File: config.mk
export PLATFORM = sky130hd
export DESIGN_NAME = clave_beat_decoder_flat
export DESIGN_NICKNAME = d
export VERILOG_FILES = /design/src/rtl/clave_pkg.sv /design/src/rtl/clave_beat_decoder_if.sv /design/src/rtl/led_stretch.sv /design/src/rtl/clave_beat_decoder.sv /design/src/flat_wrapper.sv
export SDC_FILE = /design/constraint.sdc
export NUM_CORES = 1
export LEC_CHECK = 0
export CAP_MARGIN = 20
export CELL_PAD_IN_SITES_DETAIL_PLACEMENT = 0
export CELL_PAD_IN_SITES_GLOBAL_PLACEMENT = 2
export CORE_MARGIN = 10
export CORE_UTILIZATION = 36
export CTS_BUF_LIST = sky130_fd_sc_hd__clkbuf_8
export CTS_CLUSTER_SIZE = 16
export DETAILED_ROUTE_END_ITERATION = 16
export PLACE_DENSITY = 0.8
export REMOVE_ABC_BUFFERS = 1
export SYNTH_ARGS = -nofsm -noshare
export SYNTH_HDL_FRONTEND = slang
export SYNTH_SLANG_ARGS = --single-unit
File: constraint.sdc
create_clock -name clk -period 4 [get_ports clk]
set_input_delay 0.6 -clock clk [delete_from_list [all_inputs] [get_ports clk]]
set_output_delay 0.6 -clock clk [all_outputs]
set_load 0.01 [all_outputs]
File: src/rtl/clave_pkg.sv
// Shared defaults and FSM encoding for the 3-2 son clave beat decoder.
// No logic lives here; parameters of the decoder default to these values.
package clave_pkg;

  localparam int CNT_W = 13;
  localparam int IDX_W = 3;
  localparam int LED_W = 16;

  localparam logic [CNT_W-1:0] DEF_MAXCOUNT = 13'd6600;
  localparam logic [CNT_W-1:0] DEF_POS0     = 13'd0;
  localparam logic [CNT_W-1:0] DEF_POS1     = 13'd1236;
  localparam logic [CNT_W-1:0] DEF_POS2     = 13'd2472;
  localparam logic [CNT_W-1:0] DEF_POS3     = 13'd4120;
  localparam logic [CNT_W-1:0] DEF_POS4     = 13'd4944;
  localparam logic [LED_W-1:0] DEF_LED_LEN  = 16'd1000;

  typedef logic [1:0] state_t;
  localparam state_t ST_IDLE  = 2'd0;
  localparam state_t ST_ARMED = 2'd1;
  localparam state_t ST_DONE  = 2'd2;

endpackage

File: src/rtl/clave_beat_decoder_if.sv
// Bar-position inputs and beat/LED outputs of the clave decoder.
// master = bar-counter side driving count/go, slave = the decoder.
interface clave_beat_decoder_if;
  import clave_pkg::*;

  logic [CNT_W-1:0] count;
  logic             go;
  logic             strike;
  logic [IDX_W-1:0] beat_idx;
  logic             led;
  logic             bar_done;

  modport master (output count, go, input strike, beat_idx, led, bar_done);
  modport slave  (input count, go, output strike, beat_idx, led, bar_done);

endinterface

File: src/rtl/led_stretch.sv
// Retriggerable pulse stretcher: led high for LED_LEN cycles starting with the trig edge.
// Registered output; a new trig always reloads the full length. No backpressure.
module led_stretch
  import clave_pkg::*;
#(
  parameter logic [LED_W-1:0] LED_LEN = DEF_LED_LEN
) (
  input  logic clk,
  input  logic reset,
  input  logic trig,
  output logic led
);

  logic [LED_W-1:0] cnt;

  // led mirrors (cnt != 0) but is kept as its own flop so the output is registered.
  always_ff @(posedge clk) begin
    if (reset) begin
      cnt <= '0;
      led <= 1'b0;
    end else if (trig) begin
      cnt <= LED_LEN;
      led <= (LED_LEN != '0);
    end else if (cnt != '0) begin
      cnt <= cnt - 1'b1;
      led <= (cnt > 16'd1);
    end
  end

endmodule

File: src/rtl/clave_beat_decoder.sv
// Tracks bar position and emits one strike per 3-2 son clave beat, plus bar_done and an LED.
// Strike/bar_done one cycle after the triggering count; all outputs registered, no backpressure.
module clave_beat_decoder
  import clave_pkg::*;
#(
  parameter logic [CNT_W-1:0] MAXCOUNT = DEF_MAXCOUNT,
  parameter logic [LED_W-1:0] LED_LEN  = DEF_LED_LEN,
  parameter logic [CNT_W-1:0] POS0     = DEF_POS0,
  parameter logic [CNT_W-1:0] POS1     = DEF_POS1,
  parameter logic [CNT_W-1:0] POS2     = DEF_POS2,
  parameter logic [CNT_W-1:0] POS3     = DEF_POS3,
  parameter logic [CNT_W-1:0] POS4     = DEF_POS4
) (
  input logic                 clk,
  input logic                 reset,
  clave_beat_decoder_if.slave bus
);

  state_t           state_q, state_d;
  logic [IDX_W-1:0] idx_q, idx_d;
  logic [CNT_W-1:0] prev_q;
  logic [CNT_W-1:0] pos_sel;
  logic             strike_q, strike_d;
  logic             done_q, done_d;
  logic             fired_q, fired_d;
  logic             wrap;

  always_comb begin
    case (idx_q)
      3'd0:    pos_sel = POS0;
      3'd1:    pos_sel = POS1;
      3'd2:    pos_sel = POS2;
      3'd3:    pos_sel = POS3;
      3'd4:    pos_sel = POS4;
      default: pos_sel = MAXCOUNT;
    endcase
  end

  assign wrap = (bus.count < prev_q);

  always_comb begin
    state_d  = state_q;
    idx_d    = idx_q;
    strike_d = 1'b0;
    done_d   = 1'b0;
    fired_d  = fired_q;
    if (bus.go) begin
      state_d = ST_ARMED;
      idx_d   = '0;
      fired_d = 1'b0;
    end else begin
      case (state_q)
        ST_ARMED: begin
          if (wrap) begin
            idx_d   = '0;
            fired_d = 1'b0;
          end else if (bus.count >= pos_sel) begin
            strike_d = 1'b1;
            idx_d    = idx_q + 3'd1;
            if (idx_q == 3'd4) state_d = ST_DONE;
          end
        end
        ST_DONE: begin
          if (wrap) begin
            state_d = ST_ARMED;
            idx_d   = '0;
            fired_d = 1'b0;
          end else if (bus.count == MAXCOUNT && !fired_q) begin
            done_d  = 1'b1;
            fired_d = 1'b1;
          end
        end
        default: ;
      endcase
    end
  end

  // go also clears the bar counter, so the following count of 0 must not read as a wrap.
  always_ff @(posedge clk) begin
    if (reset) begin
      state_q  <= ST_IDLE;
      idx_q    <= '0;
      prev_q   <= '0;
      strike_q <= 1'b0;
      done_q   <= 1'b0;
      fired_q  <= 1'b0;
    end else begin
      state_q  <= state_d;
      idx_q    <= idx_d;
      prev_q   <= bus.go ? '0 : bus.count;
      strike_q <= strike_d;
      done_q   <= done_d;
      fired_q  <= fired_d;
    end
  end

  led_stretch #(.LED_LEN(LED_LEN)) u_led (
    .clk   (clk),
    .reset (reset),
    .trig  (strike_d),
    .led   (bus.led)
  );

  assign bus.strike   = strike_q;
  assign bus.beat_idx = idx_q;
  assign bus.bar_done = done_q;

endmodule

File: src/flat_wrapper.sv
// flat-port wrapper written by rule: the top's interface ports become plain ports
module clave_beat_decoder_flat import clave_pkg::*;
#(
  parameter logic [CNT_W-1:0] MAXCOUNT = DEF_MAXCOUNT,
  parameter logic [LED_W-1:0] LED_LEN  = DEF_LED_LEN,
  parameter logic [CNT_W-1:0] POS0     = DEF_POS0,
  parameter logic [CNT_W-1:0] POS1     = DEF_POS1,
  parameter logic [CNT_W-1:0] POS2     = DEF_POS2,
  parameter logic [CNT_W-1:0] POS3     = DEF_POS3,
  parameter logic [CNT_W-1:0] POS4     = DEF_POS4
)
  (clk, reset, bus_count, bus_go, bus_strike, bus_beat_idx, bus_led, bus_bar_done);
  clave_beat_decoder_if bus_i ();
  input logic clk;
  input logic reset;
  input wire logic [$bits(bus_i.count)-1:0] bus_count;
  input wire logic [$bits(bus_i.go)-1:0] bus_go;
  output wire logic [$bits(bus_i.strike)-1:0] bus_strike;
  output wire logic [$bits(bus_i.beat_idx)-1:0] bus_beat_idx;
  output wire logic [$bits(bus_i.led)-1:0] bus_led;
  output wire logic [$bits(bus_i.bar_done)-1:0] bus_bar_done;
  assign bus_i.count = bus_count;
  assign bus_i.go = bus_go;
  assign bus_strike = bus_i.strike;
  assign bus_beat_idx = bus_i.beat_idx;
  assign bus_led = bus_i.led;
  assign bus_bar_done = bus_i.bar_done;
  clave_beat_decoder #(.MAXCOUNT(MAXCOUNT), .LED_LEN(LED_LEN), .POS0(POS0), .POS1(POS1), .POS2(POS2), .POS3(POS3), .POS4(POS4)) u_core (.clk(clk), .reset(reset), .bus(bus_i));
endmodule
==> results of run 1 <==
-- final timing paths --
check | to | slack, ps | cells after the start | from
setup / recovery | u_core.state_q[0] | 480 | 11 | u_core.bus.beat_idx[0]
hold / removal | u_core.u_led.cnt[6] | 510 | 2 | u_core.u_led.cnt[6]
setup reg to reg | u_core.state_q[0] | 480 | 11 | u_core.bus.beat_idx[0]
hold reg to reg | u_core.u_led.cnt[6] | 510 | 2 | u_core.u_led.cnt[6]
-- worst min-delay path, cell delays in order, from the launching register on --
cell,delay (ps)
dfxtp_1,340
nand2_1,60
a31oi_1,70
-- sequential cells by signal, summed over array words and instances, names as in the netlist --
signal,flops
u_core.bus.bar_done,1
u_core.bus.beat_idx,3
u_core.bus.strike,1
u_core.fired_q,1
u_core.prev_q,13
u_core.state_q,2
u_core.u_led.cnt,16
u_core.u_led.led,1
-- per-layer routing --
metal,vias to the layer above,routed length (um),GRT usage (%)
li1,988,-,-
met1,840,2540,13.5
met2,31,2420,17.9
met3,6,199,2.54
met4,0,75,3.91
met5,-,0,0
-- layout make-up --
class	count	area, um^2	share of cell area, %
multi-input cells	199	1460	53.4
flip-flops and latches	38	761	27.8
repair buffers	23	225	8.23
inverters	26	97.6	3.57
well taps	77	96.3	3.52
clock buffers	6	82.6	3.02
clock inverters	2	12.5	0.457
-- cell families (layout without fill, tap and decap cells) --
group           count (synthesis)  in the layout
flops                          38             38
compound gates                 40             40
simple gates                  110            110
fa+ha+maj                      32             32
mux                             6              6
xor+xnor                       11             11
buf+inv                        34             57
-- synth_stat cells (2+ instances only) --
| cell type | n | area, um^2 |
|---|---|---|
| dfxtp_1 | 38 | 761 |
| ha_1 | 32 | 400 |
| inv_1 | 26 | 97.6 |
| nor3_1 | 23 | 115 |
| nor2_1 | 16 | 60.1 |
| a21oi_1 | 13 | 65.1 |
| nand2_1 | 13 | 48.8 |
| and2_1 | 12 | 75.1 |
| a211oi_1 | 8 | 60.1 |
| nand3_1 | 7 | 35.0 |
| xor2_1 | 7 | 61.3 |
| clkbuf_1 | 6 | 22.5 |
| mux2i_1 | 6 | 60.1 |
| nand4_1 | 6 | 37.5 |
| nor2b_1 | 6 | 37.5 |
| o21ai_0 | 6 | 30.0 |
| nand3b_1 | 4 | 30.0 |
| o211ai_1 | 4 | 30.0 |
| xnor2_1 | 4 | 35.0 |
| a31oi_1 | 3 | 18.8 |
| and2b_1 | 2 | 15.0 |
| nor3_2 | 2 | 20.0 |
| nor3b_1 | 2 | 15.0 |
| nor4bb_1 | 2 | 20.0 |
| or3_1 | 2 | 12.5 |
-- power groups by stage --
stage	sequential (mW)	combinational (mW)	clock, mW
floorplan	0.527	0.568	0
global placement	0.539	0.705	0
detailed placement	0.540	0.697	0
CTS	0.531	0.704	0.291
global route	0.547	0.785	0.316
finish	0.530	0.696	0.281
==> flow_metrics.tcl, run 1 <==
set metrics [dict create \
    outcome "completed" \
    gr-total-overflow 0 \
    drc_errors 0 \
    ys_seq_area_share_pct 32.3 \
    tritoncts "yes" \
    dieWidth_um 101 \
    power_frac_seq_pct 35.2 \
    netlist_instances 271 \
    cts_resized 0 \
    p_int_mw 0.920 \
    gp_congestion 0.793 \
    worst_pin_slew_ps 452 \
    slowest_stage "or4_1" \
    fillers 628 \
    crit_path_max_incr_delay_ps 480 \
    tns_ps 0 \
    final_common_cell "dfxtp_1" \
    leakage_nw 1.10 \
    yosysUniqueCellTypes 46 \
    h-tree-depth 2 \
    worst-path-buf-inv 1 \
    clockRootBuffer "clkbuf_8" \
    place_inst 363 \
    period_minus_slack_ps 3520 \
    switching_power_mw 0.588 \
    holdWs_ps 510 \
    cts_buffers 5 \
    p_sw_share_pct 39.0 \
    cp-start-kind "register" \
    pwr-share-comb_pct 46.2 \
    cp.required_ps 4210 \
    synth_xor_area_share_pct 4.09 \
    dp_slack_ps 458 \
    power.share.clock_pct 18.6 \
    postRouteAntennaNets 0 \
    rsz0062_at_grt "no" \
    max_freq_mhz 284 \
    synth_ff_type "dfxtp_1" \
    synth_warnings 0 \
    fp.coreArea_um2 6350 \
    routedWlPerCell_um 14.1 \
    fin_cells 371 \
    synth_compound_area_share_pct 11.3 \
    drt_iter0_markers 77 \
    clk_pin_slew_ps 80 \
    area_delta_synth_final_pct 16.2 \
    placed_area_um2 2640 \
    first_pass_iters 4 \
    hpwlAfterDp_mm 4.00 \
    synth-async-reset-ratio_pct 0 \
    vias 1865 \
    grt_pass1_vias 1908 \
    hold_violations 0 \
    synth-adder-area-share_pct 17.0 \
    fin_area_um2 2740 \
    slew_viol_final 0 \
    min_period_over_period_pct 87.9 \
    grtUsageTotal_pct 10.9 \
    viasPerCell 5.03 \
    critical_path_class "register to register" \
    path_cells "ha_1 > nor2b_1 > inv_1 > a211oi_1 > ha_1 > nor4bb_1 > or4_1 > a21oi_1 > o211ai_1 > and4b_1 > a211oi_1" \
    synthSimpleGateAreaFrac_pct 27.2 \
    final_cell_mix "dfxtp_1 (38), ha_1 (32), inv_1 (26), nor3_1 (23), clkdlybuf4s50_1 (21)" \
    ctsHoldBuffers 0 \
    drive_gt1_share_pct 6.80 \
    worst_skew_pair.late_latency_ps 290 \
    drt_wl_total_mm 5.24 \
    synth-seq-cells 38 \
    arrival_ps 3730 \
    max_slew_margin_pct 69.7 \
    portBuffers 21 \
    cap_violations 0 \
    antenna_found_initial 0 \
    synth_top_family_by_area "simple AND/OR/NAND/NOR gates" \
    worst_slack_ps 484 \
    crit_path_max_fanout 11 \
    dieArea_um2 10200 \
    syn_avg_cell_area_um2 8.69 \
    synth_edf_count 0 \
    netlist_area_um2 2350 \
    cts_sinks 38 \
    grt_max_degree 24 \
    critPathTopFamily "simple AND/OR/NAND/NOR gates" \
    fin_worst_skew_ps 5.65 \
    synth_mux_area_share_pct 2.55 \
    cts_buffer_depth 2 \
    postLayoutCoreUtil_pct 43.1 \
    powerDensity_nw_per_um2 551 \
    grt_pass1_wl_mm 9.10 \
    finalNetCount 341 \
    fp-row-count 29 \
    n_antenna_cell 0 \
    start_util_pct 37.1 \
    post_cts_buffers 0 \
    ios 22 \
    peakVddDrop_mv 0.415 \
    end_kind "register" \
    power.total_mw 1.51 \
    setup_viol 0 \
    hold_path.class "register to register" \
    die_y_um 101 \
]
No activity file was read; power rests on OpenSTA's default activity.
==> run 2, diff against run 1 <==
--- a/config.mk
+++ b/config.mk
@@ -8,6 +8,7 @@
 export CAP_MARGIN = 20
 export CELL_PAD_IN_SITES_DETAIL_PLACEMENT = 0
 export CELL_PAD_IN_SITES_GLOBAL_PLACEMENT = 2
+export CORE_ASPECT_RATIO = 0.5
 export CORE_MARGIN = 10
 export CORE_UTILIZATION = 36
 export CTS_BUF_LIST = sky130_fd_sc_hd__clkbuf_8
==> run 2 against run 1 <==
Count of clock-buffer cells in the layout stayed put. Critical path depth stayed put. Register-to-register slack worse by 50 ps. Worst hold slack worse by 0.76 ps. Clock skew is 1.6 ps higher. Critical path type unchanged. First-iteration DRC count is 66% higher. Sequential power hardly changed. Global-route usage is 0.45 points lower. Largest cell class unchanged.
==> flow_metrics.tcl, run 2 (same netlist as run 1, synthesis figures left out) <==
set metrics [dict create \
    largest_register_ffs 16 \
    postRouteAntennaNets 0 \
    routedWlPerCell_um 13.8 \
    final_cell_mix "dfxtp_1 (38), ha_1 (32), inv_1 (26), nor3_1 (23), clkdlybuf4s50_1 (21)" \
    worst_pin_slew_ps 471 \
    vias 1890 \
    tns_ps 0 \
    grt_pass1_vias 1846 \
    rsz0062_at_grt "no" \
    hold_path.startpoint "u_core.u_led.cnt[6]" \
    hold_violations 0 \
    slew_viol_final 0 \
    worst_slack_ps 439 \
    critical_path_class "register to register" \
    power.total_mw 1.57 \
    cts_buffer_depth 2 \
    powerDensity_nw_per_um2 569 \
    worst_skew_pair.late_latency_ps 300 \
    highest_layer "met4" \
    placed_area_um2 2660 \
    cp.required_ps 4220 \
    reg2reg_slack_ps 440 \
    crit_end "u_core.state_q[0]" \
    setup_viol 0 \
    leakage_nw 1.11 \
    clk_pin_slew_ps 80 \
    dp_slack_ps 447 \
    antenna_found_initial 0 \
    drc_errors 0 \
    period_minus_slack_ps 3560 \
    r2r_start "u_core.bus.beat_idx[0]" \
    die_y_um 77.2 \
    wl_met2_mm 2.25 \
    arrival_ps 3780 \
    multi_input_area_um2 1460 \
    gr-total-overflow 0 \
    ios 22 \
    dieWidth_um 134 \
    wl_met1_mm 2.75 \
    cap_violations 0 \
    drt_wl_total_mm 5.27 \
    hpwlAfterDp_mm 4.02 \
    fillers 623 \
    reg2reg_depth 11 \
    portBuffers 21 \
    n_antenna_cell 0 \
    cts_sinks 38 \
    ctsHoldBuffers 0 \
    min_period_over_period_pct 89.0 \
    h-tree-depth 2 \
    regMostFlops "u_core.u_led.cnt" \
    drive_gt1_share_pct 6.48 \
    crit_start "u_core.bus.beat_idx[0]" \
    holdWs_ps 509 \
    max_slew_margin_pct 68.4 \
    grt_max_degree 24 \
    gp_congestion 0.757 \
    register_area_um2 761 \
    peakVddDrop_mv 0.159 \
    finalNetCount 341 \
    final_common_cell "dfxtp_1" \
    fin_area_um2 2770 \
    tritoncts "yes" \
    fp-row-count 20 \
    hold_path.class "register to register" \
    place_inst 374 \
    drt_iter0_markers 128 \
    r2r_end "u_core.state_q[0]" \
    end_kind "register" \
    post_cts_buffers 0 \
    crit_path_max_fanout 11 \
    cts_buffers 5 \
    fin_worst_skew_ps 7.20 \
    area_delta_synth_final_pct 17.5 \
    postLayoutCoreUtil_pct 44.6 \
    viasPerCell 4.96 \
    fin_cells 381 \
    start_util_pct 37.9 \
    routed-wl-met3_um 191 \
    grtUsageTotal_pct 10.5 \
    max_freq_mhz 281 \
    dieArea_um2 10400 \
    clockRootBuffer "clkbuf_8" \
    outcome "completed" \
    fp.coreArea_um2 6210 \
    grt_pass1_wl_mm 9.02 \
    first_pass_iters 4 \
    cts_resized 0 \
    cp-start-kind "register" \
]
## run 2: changes by cell type in the layout (fill, tap and decap cells not counted)
| cell | change |
|---|---|
| clkinvlp_4 | -1 |
| bufinv_16 | +1 |
| clkinv_2 | -1 |
## run 2: final cells by class
class                   instances  share of cell area, %
clock buffers                   6                   2.98
clock inverters                 1                   1.08
inverters                      26                   3.53
multi-input cells             199                   52.8
flip-flops and latches         38                   27.5
well taps                      88                   3.98
repair buffers                 23                   8.14
## run 2: power breakdown
part | leakage, nW | internal, mW | switching (mW)
registers | 0.312 | 0.461 | 0.0714
clock network | 0.0573 | 0.200 | 0.141
logic | 0.742 | 0.320 | 0.381
## run 2: layer usage
metal / vias to the layer above / track usage, %
met2: 24 / 15.6
met5: - / 0
met4: 0 / 3.24
met3: 7 / 2.99
li1: 992 / -
met1: 867 / 14.1
## run 2: critical path: stages, from the launching register on
cell and delay, ps:
dfxtp_1 470, ha_1 240, nor2b_1 370, inv_1 160
a211oi_1 370, ha_1 300, nor4bb_1 130, or4_1 470
a21oi_1 140, o211ai_1 210, and4b_1 390, a211oi_1 240
## run 2: worst min path at each step
stage	slack (ps)	endpoint	depth (start not counted)
2_1_floorplan	460	u_core.u_led.cnt[6]	2
3_3_place_gp	490	u_core.u_led.cnt[6]	2
3_5_place_dp	490	u_core.u_led.cnt[6]	2
4_1_cts	510	u_core.u_led.cnt[6]	2
5_1_grt	540	u_core.fired_q	1
6_report	510	u_core.u_led.cnt[6]	2
